<file path="config.mk">
export PLATFORM = sky130hd
export DESIGN_NAME = mem_port_arbiter
export DESIGN_NICKNAME = d
export VERILOG_FILES = /design/src/rtl/mem_port_arbiter.sv
export SDC_FILE = /design/constraint.sdc
export NUM_CORES = 1
export LEC_CHECK = 0
export BUFFER_PORTS_ARGS = -buffer_cell sky130_fd_sc_hd__buf_4
export CORE_AREA = 8 8 186 188
export DETAILED_ROUTE_END_ITERATION = 12
export DIE_AREA = 0 0 194 196
export PLACE_DENSITY = 0.51
export SETUP_SLACK_MARGIN = 0.2
export SYNTH_ARGS = -nofsm -noshare
export SYNTH_HDL_FRONTEND = slang
export SYNTH_SLANG_ARGS = --single-unit
export TNS_END_PERCENT = 100
</file>
<file path="constraint.sdc">
create_clock -name clk -period 4.05 [get_ports clk]
set_clock_uncertainty 0.15 [all_clocks]
set_input_delay 0.2025 -clock clk [delete_from_list [all_inputs] [get_ports clk]]
set_output_delay 0.2025 -clock clk [all_outputs]
set_load 0.05 [all_outputs]
</file>
<file path="src/rtl/mem_port_arbiter.sv">
// Shares one single-ported fixed-latency unified memory between the fetch and data ports.
// Define MEM_ARB_RR_EN for round-robin arbitration; otherwise data always beats fetch.
module mem_port_arbiter #(
    parameter int unsigned LATENCY = 2,
    parameter int unsigned ADDR_W  = 64,
    parameter int unsigned DATA_W  = 64
) (
    input  logic              clk,
    input  logic              reset,
    input  logic              if_req,
    input  logic [ADDR_W-1:0] if_addr,
    output logic              if_gnt,
    output logic              if_valid,
    output logic [31:0]       if_rdata,
    input  logic              dm_req,
    input  logic              dm_we,
    input  logic [ADDR_W-1:0] dm_addr,
    input  logic [DATA_W-1:0] dm_wdata,
    output logic              dm_gnt,
    output logic              dm_valid,
    output logic [DATA_W-1:0] dm_rdata,
    output logic              mem_en,
    output logic              mem_we,
    output logic [ADDR_W-1:0] mem_addr,
    output logic [DATA_W-1:0] mem_wdata,
    input  logic [DATA_W-1:0] mem_rdata,
    output logic              stall
);

    localparam int unsigned CNT_W = 4;
    localparam logic [CNT_W-1:0] CNT_INIT = CNT_W'(LATENCY - 1);

    typedef enum logic [1:0] {IDLE, ACCESS, DONE} state_e;

    state_e              state_q;
    logic [CNT_W-1:0]    cnt_q;
    logic                owner_dm_q;
    logic                sel_hi_q;
    logic                mem_en_q;
    logic                mem_we_q;
    logic [ADDR_W-1:0]   mem_addr_q;
    logic [DATA_W-1:0]   mem_wdata_q;
    logic                if_valid_q;
    logic                dm_valid_q;
    logic [31:0]         if_rdata_q;
    logic [DATA_W-1:0]   dm_rdata_q;
`ifdef MEM_ARB_RR_EN
    logic                rr_if_first_q;
`endif

    // Low address bits never reach the memory: accesses are doubleword aligned.
    logic unused_addr_bits;
    assign unused_addr_bits = ^{if_addr[1:0], dm_addr[2:0]};

    // Grant is decided combinationally whenever the memory is not busy.
    always_comb begin
        if_gnt = 1'b0;
        dm_gnt = 1'b0;
        if (state_q != ACCESS) begin
`ifdef MEM_ARB_RR_EN
            if (dm_req && (!if_req || !rr_if_first_q)) begin
                dm_gnt = 1'b1;
            end else if (if_req) begin
                if_gnt = 1'b1;
            end
`else
            if (dm_req) begin
                dm_gnt = 1'b1;
            end else if (if_req) begin
                if_gnt = 1'b1;
            end
`endif
        end
    end

    assign stall     = (state_q == ACCESS) | if_req | dm_req;
    assign mem_en    = mem_en_q;
    assign mem_we    = mem_we_q;
    assign mem_addr  = mem_addr_q;
    assign mem_wdata = mem_wdata_q;
    assign if_valid  = if_valid_q;
    assign dm_valid  = dm_valid_q;
    assign if_rdata  = if_rdata_q;
    assign dm_rdata  = dm_rdata_q;

    always_ff @(posedge clk) begin
        if (reset) begin
            state_q     <= IDLE;
            cnt_q       <= '0;
            owner_dm_q  <= 1'b1;
            sel_hi_q    <= 1'b0;
            mem_en_q    <= 1'b0;
            mem_we_q    <= 1'b0;
            mem_addr_q  <= '0;
            mem_wdata_q <= '0;
            if_valid_q  <= 1'b0;
            dm_valid_q  <= 1'b0;
            if_rdata_q  <= '0;
            dm_rdata_q  <= '0;
`ifdef MEM_ARB_RR_EN
            rr_if_first_q <= 1'b0;
`endif
        end else begin
            if_valid_q <= 1'b0;
            dm_valid_q <= 1'b0;
            case (state_q)
                ACCESS: begin
                    if (cnt_q == '0) begin
                        state_q  <= DONE;
                        mem_en_q <= 1'b0;
                        mem_we_q <= 1'b0;
                        if (owner_dm_q) begin
                            dm_valid_q <= 1'b1;
                            if (!mem_we_q) begin
                                dm_rdata_q <= mem_rdata;
                            end
                        end else begin
                            if_valid_q <= 1'b1;
                            if_rdata_q <= sel_hi_q ? mem_rdata[63:32] : mem_rdata[31:0];
                        end
                    end else begin
                        cnt_q <= cnt_q - CNT_W'(1);
                    end
                end
                default: begin
                    // IDLE and DONE share arbitration so back-to-back accesses have no bubble.
                    if (dm_gnt || if_gnt) begin
                        state_q    <= ACCESS;
                        cnt_q      <= CNT_INIT;
                        mem_en_q   <= 1'b1;
                        owner_dm_q <= dm_gnt;
`ifdef MEM_ARB_RR_EN
                        rr_if_first_q <= dm_gnt;
`endif
                        if (dm_gnt) begin
                            mem_we_q   <= dm_we;
                            mem_addr_q <= {dm_addr[ADDR_W-1:3], 3'b000};
                            if (dm_we) begin
                                mem_wdata_q <= dm_wdata;
                            end
                        end else begin
                            mem_we_q   <= 1'b0;
                            mem_addr_q <= {if_addr[ADDR_W-1:3], 3'b000};
                            sel_hi_q   <= if_addr[2];
                        end
                    end else begin
                        state_q <= IDLE;
                    end
                end
            endcase
        end
    end

endmodule

</file>
==> results.yml <==
worst_setup_path:
  worst-setup-path-type: "register to register"
  worst_ep_arrival_time_ps: 2990
  end_kind: "register"
  critical_path.cell_chain: "nor2b_1 > nor2_4 > buf_4 > o22ai_1 > dlygate4sd3_1 > o21ai_0"
  critical_path.startpoint_type: "register"
  critPathMaxStageDelay_ps: 620
  worst-endpoint-required_ps: 4340
  highest_net_fanout_along_the_worst_path: 42
  critical-path-slowest-cell: "sky130_fd_sc_hd__dlygate4sd3_1"
placed_design:
  place_hpwl_um: 25750
  portBuffers: 483
  gp_routability_congestion: 0.7691
synth:
  synth_most_common_cell: "sky130_fd_sc_hd__nand2_1"
  synth-edff-count: 0
  synth.lib_cells_used.distinct: 34
  syn-mean-instance-area_um2: 8.293
  netlist_top_cells_count: "sky130_fd_sc_hd__nand2_1 (324), sky130_fd_sc_hd__dfxtp_1 (233), sky130_fd_sc_hd__a21oi_1 (132)"
  synth-async-reset-ratio: 0
  synth_top_cells_by_area: "sky130_fd_sc_hd__dfxtp_1 (55%), sky130_fd_sc_hd__nand2_1 (14%), sky130_fd_sc_hd__a21oi_1 (7.7%)"
  synthesis.area_um2: 8558
  synthDominantAreaCellType: "sky130_fd_sc_hd__dfxtp_1"
  post_synth_inst_count: 1032
  ffs_latches_synth: 233
  number_of_warning_messages_in_the_yosys_log: 0
  ys.flop_type: "sky130_fd_sc_hd__dfxtp_1"
  yosysSeqAreaShare: 0.5450
  synth.top_cell.area_share: 0.5450
floorplan:
  starting_utilization_of_the_core_area: 0.2685
  die_outline_area_um2: 38020
  core.rowCount: 66
  die_extent_in_y_um: 196
  placeableCoreArea_um2: 31880
  dieWidth_um: 194
  io_pins: 492
power:
  cellPowerDensity_nw_per_um2: 441.4
  power.ir.vdd_worst_mv: 0.3152
  leakage_uw: 0.006777
timing:
  worst-slew-pin-transition_ps: 907.6
  maxSlewHeadroom: 0.3949
  count_of_endpoints_failing_hold_in_the_final_timing_report: 0
  layout_worst_path_cycle_share: 0.6662
  final.setup.tns_ps: 0
  unrepaired_setup_endpoints_after_global_routing: "no"
  report.final.setup_viol: 0
  hold-worst-slack_ps: 22.04
  final_max_slew_viol_count: 0
  maxClockFrequency_mhz: 370.6
  final.min_clock_period_ps: 2698
clock_network:
  cts_made_buffers: 29
  htree_num_levels: 1
  clkTransAtPathRegs_ps: 60
  cts_buffer_depth: 3
  clock-root-buffer: "sky130_fd_sc_hd__clkbuf_16"
  cts_repair_resize_count: 0
  clock_insertion_delay_worst_skew_ps: 550
  cts_num_sinks: 233
  tritoncts: "yes"
global_routing:
  wire_length_of_the_first_global_routing_pass_um: 57820
  globalRoute.totalOverflow: 0
  maximum_number_of_pins_on_one_net_before_global_route_repair: 108
  first_global_vias: 10370
  antenna_found_initial: 2
  globalRouteTotalUtil: 0.1866
route:
  routed-via-count: 9846
  routed_wirelength_um: 37690
  drt-pass1-iter-count: 5
  detail-route-antenna-nets: 0
  detail_route.drc_violations: 0
  avgViaCountPerCell: 4.560
  initialDrtViolationCount: 394
  post_drt_wl_per_cell_um: 17.46
status:
  outcome: "completed"
worst_hold_path:
  hold_path.class: "primary input to register"
layout:
  finalNetCount: 1991
  drive_gt1_frac: 0.3160
  layout-area-overhead-vs-synth_pct: 86.23
run:
  drv.max_cap_violation_count: 0
## area by class of cell
| class | count | area, µm² |
|---|---|---|
| fillers | 3079 | 15940 |
| flip-flops and latches | 233 | 4666 |
| repair buffers | 749 | 6262 |
| inverters | 3 | 11.26 |
| diodes | 1 | 2.502 |
| clock buffers | 46 | 899.6 |
| multi-input cells | 712 | 3541 |
| well taps | 408 | 510.5 |
| clock inverters | 7 | 45.04 |
## power by group
part / switching, µW / total [µW] / internal, µW
combinational: 1200 / 1950 / 745
clock: 991 / 2500 / 1510
sequential: 105 / 2590 / 2480
## flip-flops by register name, indices dropped and copies added (netlist names)
| name | flops |
|---|---|
| sel_hi_q | 1 |
| if_valid | 1 |
| mem_addr | 61 |
| mem_en | 1 |
| dm_rdata | 64 |
| owner_dm_q | 1 |
| dm_valid | 1 |
| cnt_q | 4 |
| mem_wdata | 64 |
| if_rdata | 32 |
| state_q | 2 |
| mem_we | 1 |
## worst max-delay path: cells and delay by family, from the launching register on
kind,cells,cell delay [ps]
buffers and inverters,2,1100
DFF,1,310
AOI/OAI and AO/OA,2,360
and+or+nand+nor,2,640
## per-layer routing
layer  wire [µm]  track usage
met2       18390       0.3264
met3        2847      0.05997
met1       14760       0.2062
met5          13            0
met4        1683      0.08034
## cells in the final DEF (no fill, tap or decap), drive strengths merged, types with 2 or more instances in the layout
| cell | instances |
|---|---|
| dlygate4sd3 | 254 |
| buf | 495 |
| nor2 | 37 |
| clkbuf | 46 |
| a211oi | 33 |
| dfxtp | 233 |
| a21oi | 133 |
| inv | 5 |
| nor3 | 4 |
| mux2i | 33 |
| nand3 | 2 |
| clkinv | 4 |
| conb | 3 |
| and3 | 2 |
| o22ai | 61 |
| nand2 | 324 |
| ha | 2 |
| or3 | 3 |
| o21ai | 63 |
## kinds of logic (layout without fill, tap and decap cells)
| logic type | Yosys count | after routing | synth area share |
|---|---|---|---|
| and+or+nand+nor | 381 | 381 | 0.1759 |
| AOI/OAI and AO/OA | 293 | 293 | 0.1915 |
| DFF | 233 | 233 | 0.5450 |
| buffers and inverters | 89 | 805 | 0.04561 |
| muxes | 33 | 33 | 0.03860 |
| adders and majority gates | 2 | 2 | 0.002924 |
| other | 1 | 4 | 0.0004382 |
## worst paths after layout
path	startpoint	cells past startpoint	to	slack [ps]
hold / removal	reset	2	state_q[0]$_SDFFE_PP0P_	20
hold reg to reg	mem_addr[18]$_SDFFE_PP0P_	2	mem_addr[18]$_SDFFE_PP0P_	300
setup / recovery	state_q[0]$_SDFFE_PP0P_	6	mem_addr[20]$_SDFFE_PP0P_	1350
setup reg to reg	state_q[0]$_SDFFE_PP0P_	6	mem_addr[20]$_SDFFE_PP0P_	1350
## per-stage QoR
step	area, µm²	util	worst slack (ps)	power (µW)	instances
floorplan	8566	-	2132	3682	1034
global placement	12450	0.3905	1328	4339	1851
detailed placement	12450	0.3905	1297	4349	1851
CTS	15940	0.4999	1272	7149	2158
global route	15940	0.5000	1056	7350	2159
finish	15940	0.5000	1352	7034	2159
## timing repair
action / CTS / global route
hold endpoints to repair: 226 / 0
hold buffers: 254 / 0
setup buffers: 0 / 0
endpoints found under the setup margin: 0 / 0
(Power assumes the default switching activity.)
